### config.mk
export PLATFORM = sky130hd
export DESIGN_NAME = cbd_stream
export DESIGN_NICKNAME = d
export VERILOG_FILES = /design/src/rtl/cbd_stream_pkg.sv /design/src/rtl/cbd_stream_coef.sv /design/src/rtl/cbd_stream.sv
export SDC_FILE = /design/constraint.sdc
export NUM_CORES = 1
export LEC_CHECK = 0
export BUFFER_PORTS_ARGS = -buffer_cell sky130_fd_sc_hd__buf_2
export CORE_UTILIZATION = 55
export CTS_BUF_LIST = sky130_fd_sc_hd__clkbuf_8
export CTS_CLUSTER_SIZE = 16
export DETAILED_ROUTE_END_ITERATION = 10
export GPL_TIMING_DRIVEN = 1
export PLACE_DENSITY = 0.76
export REMOVE_ABC_BUFFERS = 1
export SKIP_CTS_REPAIR_TIMING = 1
export SLEW_MARGIN = 10
export SYNTH_ARGS = -nofsm -noshare
export SYNTH_HDL_FRONTEND = slang
export SYNTH_SLANG_ARGS = --single-unit
### constraint.sdc
create_clock -name i_clk -period 8.1 [get_ports i_clk]
set_input_delay 2.025 -clock i_clk [delete_from_list [all_inputs] [get_ports i_clk]]
set_output_delay 2.025 -clock i_clk [all_outputs]
set_load 0.01 [all_outputs]
### src/rtl/cbd_stream_pkg.sv
// Shared Kyber constants, eta codes and FSM state type for the CBD sampler.
package cbd_stream_pkg;

  localparam int unsigned KYBER_N    = 256;
  localparam int unsigned KYBER_Q    = 3329;
  localparam int unsigned CBD_COEF_W = 12;

  localparam logic [1:0] ETA2 = 2'd2;
  localparam logic [1:0] ETA3 = 2'd3;

  typedef enum logic [1:0] {
    ST_IDLE,
    ST_RUN,
    ST_DRAIN
  } state_t;

endpackage

### src/rtl/cbd_stream_coef.sv
// One CBD lane: popcount difference of two eta-bit groups, folded into [0, Q-1].
module cbd_coef
  import cbd_stream_pkg::*;
#(
  parameter int unsigned COEF_W = CBD_COEF_W,
  parameter int unsigned Q      = KYBER_Q
) (
  input  logic [5:0]        slice_i,
  input  logic [1:0]        eta_i,
  output logic [COEF_W-1:0] coef_o
);

  logic [1:0] a;
  logic [1:0] b;

  always_comb begin
    if (eta_i == ETA3) begin
      a = 2'(slice_i[0]) + 2'(slice_i[1]) + 2'(slice_i[2]);
      b = 2'(slice_i[3]) + 2'(slice_i[4]) + 2'(slice_i[5]);
    end else begin
      a = 2'(slice_i[0]) + 2'(slice_i[1]);
      b = 2'(slice_i[2]) + 2'(slice_i[3]);
    end
    if (a >= b) begin
      coef_o = COEF_W'(a - b);
    end else begin
      coef_o = COEF_W'(Q) - COEF_W'(b - a);
    end
  end

endmodule

### src/rtl/cbd_stream.sv
// Streaming centered-binomial sampler: PRF words in, LANES mod-Q coefficients
// per beat out, one 256-coefficient polynomial per start.
module cbd_stream
  import cbd_stream_pkg::*;
#(
  parameter int unsigned IN_W   = 64,
  parameter int unsigned LANES  = 4,
  parameter int unsigned COEF_W = CBD_COEF_W,
  parameter int unsigned Q      = KYBER_Q
) (
  input  logic                      i_clk,
  input  logic                      i_rst,
  input  logic                      i_start,
  input  logic [1:0]                i_eta,
  input  logic                      i_in_valid,
  output logic                      o_in_ready,
  input  logic [IN_W-1:0]           i_in_data,
  output logic                      o_out_valid,
  input  logic                      i_out_ready,
  output logic [LANES*COEF_W-1:0]   o_out_data,
  output logic [7:0]                o_out_idx,
  output logic                      o_busy,
  output logic                      o_done,
  output logic                      o_err
);

  localparam int unsigned BUF_W  = IN_W + 6 * LANES;
  localparam int unsigned CNT_W  = $clog2(BUF_W + 1);
  localparam int unsigned W2     = 4 * KYBER_N / IN_W;
  localparam int unsigned W3     = 6 * KYBER_N / IN_W;
  localparam int unsigned WC_W   = $clog2(W3 + 1);
  localparam int unsigned NBEATS = KYBER_N / LANES;
  localparam int unsigned BC_W   = $clog2(NBEATS + 1);

  state_t                    state_q, state_d;
  logic [1:0]                eta_q, eta_d;
  logic [BUF_W-1:0]          bitbuf_q, bitbuf_d;
  logic [CNT_W-1:0]          cnt_q, cnt_d;
  logic [WC_W-1:0]           words_q, words_d;
  logic [BC_W-1:0]           beats_q, beats_d;
  logic                      valid_q, valid_d;
  logic [LANES*COEF_W-1:0]   data_q, data_d;
  logic [7:0]                idx_q, idx_d;
  logic                      done_q, done_d;
  logic                      err_q, err_d;

  logic                      eta3;
  logic                      eta_legal;
  logic [CNT_W-1:0]          beat_bits;
  logic [WC_W-1:0]           words_need;
  logic                      running;
  logic                      in_ready;
  logic                      in_fire;
  logic                      out_fire;
  logic                      load;
  logic                      last_out;
  logic [LANES*COEF_W-1:0]   coef_vec;
  logic [BUF_W-1:0]          bitbuf_sh;
  logic [CNT_W-1:0]          cnt_sh;

  assign eta3       = (eta_q == ETA3);
  assign eta_legal  = (i_eta == ETA2) || (i_eta == ETA3);
  assign beat_bits  = eta3 ? CNT_W'(6 * LANES) : CNT_W'(4 * LANES);
  assign words_need = eta3 ? WC_W'(W3) : WC_W'(W2);
  assign running    = (state_q != ST_IDLE);
  assign in_ready   = (state_q == ST_RUN) && (words_q < words_need) &&
                      ((CNT_W + 1)'(cnt_q) + (CNT_W + 1)'(IN_W) <= (CNT_W + 1)'(BUF_W));
  assign in_fire    = in_ready && i_in_valid;
  assign out_fire   = valid_q && i_out_ready;
  assign load       = running && (cnt_q >= beat_bits) && (beats_q < BC_W'(NBEATS)) &&
                      (!valid_q || i_out_ready);
  assign last_out   = out_fire && (idx_q == 8'(KYBER_N - LANES));

  for (genvar j = 0; j < LANES; j++) begin : g_lane
    logic [5:0] slice;
    assign slice = eta3 ? bitbuf_q[6*j +: 6] : {2'b00, bitbuf_q[4*j +: 4]};
    cbd_coef #(
      .COEF_W (COEF_W),
      .Q      (Q)
    ) u_coef (
      .slice_i (slice),
      .eta_i   (eta_q),
      .coef_o  (coef_vec[j*COEF_W +: COEF_W])
    );
  end

  always_comb begin
    state_d = state_q;
    unique case (state_q)
      ST_IDLE:  if (i_start && eta_legal) state_d = ST_RUN;
      ST_RUN:   if (in_fire && (words_q == words_need - WC_W'(1))) state_d = ST_DRAIN;
      ST_DRAIN: if (last_out) state_d = ST_IDLE;
      default:  state_d = ST_IDLE;
    endcase
  end

  always_comb begin
    eta_d   = eta_q;
    words_d = words_q;
    beats_d = beats_q;
    valid_d = valid_q;
    data_d  = data_q;
    idx_d   = idx_q;
    done_d  = 1'b0;
    err_d   = 1'b0;

    if ((state_q == ST_IDLE) && i_start) begin
      if (eta_legal) eta_d = i_eta;
      else           err_d = 1'b1;
    end

    // Consume first, then append the new word just above the surviving bits,
    // so a same-cycle load and input never overlap or leave a gap.
    bitbuf_sh = load ? (bitbuf_q >> beat_bits) : bitbuf_q;
    cnt_sh    = load ? (cnt_q - beat_bits) : cnt_q;
    bitbuf_d  = bitbuf_sh;
    cnt_d     = cnt_sh;
    if (in_fire) begin
      bitbuf_d = bitbuf_sh | (BUF_W'(i_in_data) << cnt_sh);
      cnt_d    = cnt_sh + CNT_W'(IN_W);
      words_d  = words_q + WC_W'(1);
    end

    if (load) begin
      data_d  = coef_vec;
      beats_d = beats_q + BC_W'(1);
      valid_d = 1'b1;
    end else if (out_fire) begin
      valid_d = 1'b0;
    end
    if (out_fire) idx_d = idx_q + 8'(LANES);

    if (last_out) begin
      bitbuf_d = '0;
      cnt_d    = '0;
      words_d  = '0;
      beats_d  = '0;
      valid_d  = 1'b0;
      data_d   = '0;
      idx_d    = '0;
      done_d   = 1'b1;
    end
  end

  always_ff @(posedge i_clk or posedge i_rst) begin
    if (i_rst) begin
      state_q  <= ST_IDLE;
      eta_q    <= '0;
      bitbuf_q <= '0;
      cnt_q    <= '0;
      words_q  <= '0;
      beats_q  <= '0;
      valid_q  <= 1'b0;
      data_q   <= '0;
      idx_q    <= '0;
      done_q   <= 1'b0;
      err_q    <= 1'b0;
    end else begin
      state_q  <= state_d;
      eta_q    <= eta_d;
      bitbuf_q <= bitbuf_d;
      cnt_q    <= cnt_d;
      words_q  <= words_d;
      beats_q  <= beats_d;
      valid_q  <= valid_d;
      data_q   <= data_d;
      idx_q    <= idx_d;
      done_q   <= done_d;
      err_q    <= err_d;
    end
  end

  assign o_in_ready  = in_ready;
  assign o_out_valid = valid_q;
  assign o_out_data  = data_q;
  assign o_out_idx   = idx_q;
  assign o_busy      = running;
  assign o_done      = done_q;
  assign o_err       = err_q;

endmodule

==> results.yml <==
status:
  outcome: "completed"
synth:
  synth_cell_types: 66
  synth-seq-cells: 145
  synth_edf_count: 0
  synth_most_common_cell: "nand2_1"
  syn_avg_cell_area_sq_um: 8.04
  syn-instance-count: 1304
  synth_area_sq_mm: 0.0105
  synthArstFlopShare_pct: 100
  synthFlopType: "dfrtp_1"
  synth.top_cell.area_share_pct: 34.6
  synth_top_area_cell: "dfrtp_1"
  yosysWarnings: 0
  yosysSeqAreaShare_pct: 34.6
  synth_area_leaders: "dfrtp_1, nand2_1, mux2i_1"
  yosys-top-cells-count: "nand2_1, a21oi_1, dfrtp_1"
die:
  dieHeight_microns: 140
  dieArea_sq_mm: 0.0196
  initial_core_util_pct: 56.1
  fp.dieW_microns: 140
  rows: 50
  coreArea_sq_mm: 0.0187
  io_pins: 132
grt:
  grt_pass1_wl_mm: 49.0
  antenna_found_initial: 0
  grt_max_degree: 106
  grt_use_total_pct: 31.7
  gr-total-overflow: 0
  grt_pass1_vias: 9501
clocking:
  cts_buffer_depth: 2
  cts_tree: "built"
  cts-buffers-inserted: 17
  clock_sinks: 145
  htreeDepth: 4
  clockRootBuffer: "clkbuf_8"
  insertion_delay_ns: 0.47
  cts.clk_slew.worst_paths_ns: 0.08
final_layout:
  register_area_sq_mm: 0.00363
  drive_above_1_share_pct: 14.8
  syn_to_final_growth_pct: 8.51
  post-route-util_pct: 60.8
  diodes: 0
  multi_input_area_sq_mm: 0.00615
  layout.nets: 1476
  final-instance-count-excl-fill: 1602
  fillers: 1721
setup_path:
  reg2reg_to: "o_out_data[26]$_DFFE_PP0P_"
  critPathLaunchType: "input pin"
  cp-end-kind: "register"
  required_ns: 8.49
  reg2regPathDepth: 13
  critPathArrivalTime_ns: 5.05
  path_max_fanout: 48
  reg2reg_slack_ns: 3.69
  rr_startpoint: "eta_q[0]$_DFFE_PP0P_"
  crit_type: "in2reg"
drt:
  drt_first_pass_iters: 8
  vias: 10200
  totalWireLength_mm: 30.2
  ant_nets: 0
  wl_per_cell_microns: 18.8
  drtIter0Drc: 1095
  drc: 0
  viasPerCell: 6.35
timing:
  rsz0062_at_grt: "no"
  period_needed_ns: 4.66
  maxSlewHeadroom_pct: 29.0
  setup_viol_count_final: 0
  tightest_slew_ns: 1.06
  drv_slew: 0
  setup_ws_ns: 3.44
  fin_skew_ns: 0.0165
  fin_crit_sh_pct: 57.5
  hold_viol_final: 0
  max_freq_mhz: 215
placed_design:
  place.gp.congestion: 0.932
  place_inst: 1570
  io_buffer_count: 129
  post-place-ws_ns: 3.05
  hpwl_mm: 19.8
hold_path:
  hp-class: "reg2reg"
  hold_path_depth: 2
  min_to: "o_out_data[9]$_DFFE_PP0P_"
  min_from: "o_out_data[9]$_DFFE_PP0P_"
job:
  drv_cap: 0
-- through the flow --
stage	TNS, ns	cell area (sq um)	hold slack (ns)
floorplan	-12.22	9900	0.469
global placement	0	11000	0.487
detailed placement	0	11000	0.495
CTS	0	11400	0.515
global route	0	11400	0.542
finish	0	11400	0.518
-- worst max-delay path, stage by stage --
cell and delay [ns]:
buf_2 0.12, and2_0 0.21, and4_1 0.25, nand3_1 0.18, clkinv_2 0.59, nor2_1 0.99, buf_4 0.34, a221o_1 0.16
a21oi_1 0.04, a21oi_1 0.13
-- flip-flops by register name (all words and copies together), names as in the netlist, 2 cells and up --
signal,flops
bitbuf_q,88
o_out_data,28
beats_q,7
o_out_idx,6
words_q,5
cnt_q,4
eta_q,2
state_q,2
-- per-layer routing --
layer	global-route usage [%]	vias up	share of wire, %
met5	0	-	0
met4	15.2	0	4.1
met3	4.85	108	9.5
met2	51.6	572	46
met1	41.4	4799	41
li1	-	4697	-
-- worst max-delay path by stage --
stage,from,endpoint,slack (ns),cells after the start
floorplan,i_out_ready,bitbuf_q[78]$_DFF_PP0_,-0.49,6
global placement,i_out_ready,bitbuf_q[80]$_DFF_PP0_,3.10,10
detailed placement,i_out_ready,bitbuf_q[81]$_DFF_PP0_,3.05,10
CTS,i_out_ready,bitbuf_q[81]$_DFF_PP0_,3.52,10
global route,i_out_ready,bitbuf_q[80]$_DFF_PP0_,3.23,10
finish,i_out_ready,bitbuf_q[80]$_DFF_PP0_,3.44,10
-- cell usage in the layout, fill, tap and decap left out, types with 28 or more instances in the layout --
cell type    n
dfrtp_1    145
buf_2      129
mux2i_1     87
a221oi_1    49
nand2_1    275
ha_1        34
inv_1       47
a21oi_1    146
o21ai_0     44
nor2_1     119
a31oi_1     28
-- cell type report --
| class | instances | area share [%] |
|---|---|---|
| Multi-Input combinational cell | 996 | 54.0 |
| Tap cell | 234 | 2.57 |
| Timing Repair Buffer | 147 | 6.86 |
| Clock buffer | 18 | 2.18 |
| Inverter | 48 | 1.64 |
| Sequential cell | 145 | 31.9 |
| Clock inverter | 14 | 0.836 |
-- kinds of logic after synthesis --
group / after synthesis / share of synthesized area (%)
other: 1 / 0.0358
AO/OA/AOI/OAI: 368 / 22.4
buffers and inverters: 164 / 7.36
flip-flops: 145 / 34.6
XOR/XNOR: 12 / 1.00
AND/OR/NAND/NOR: 472 / 18.7
multiplexers: 92 / 8.84
adder cells (fa/ha/maj): 50 / 7.11
Power is left out: the tool's default activity adds up to more than one toggle a clock period on the data nets, which glitch-free logic cannot reach.
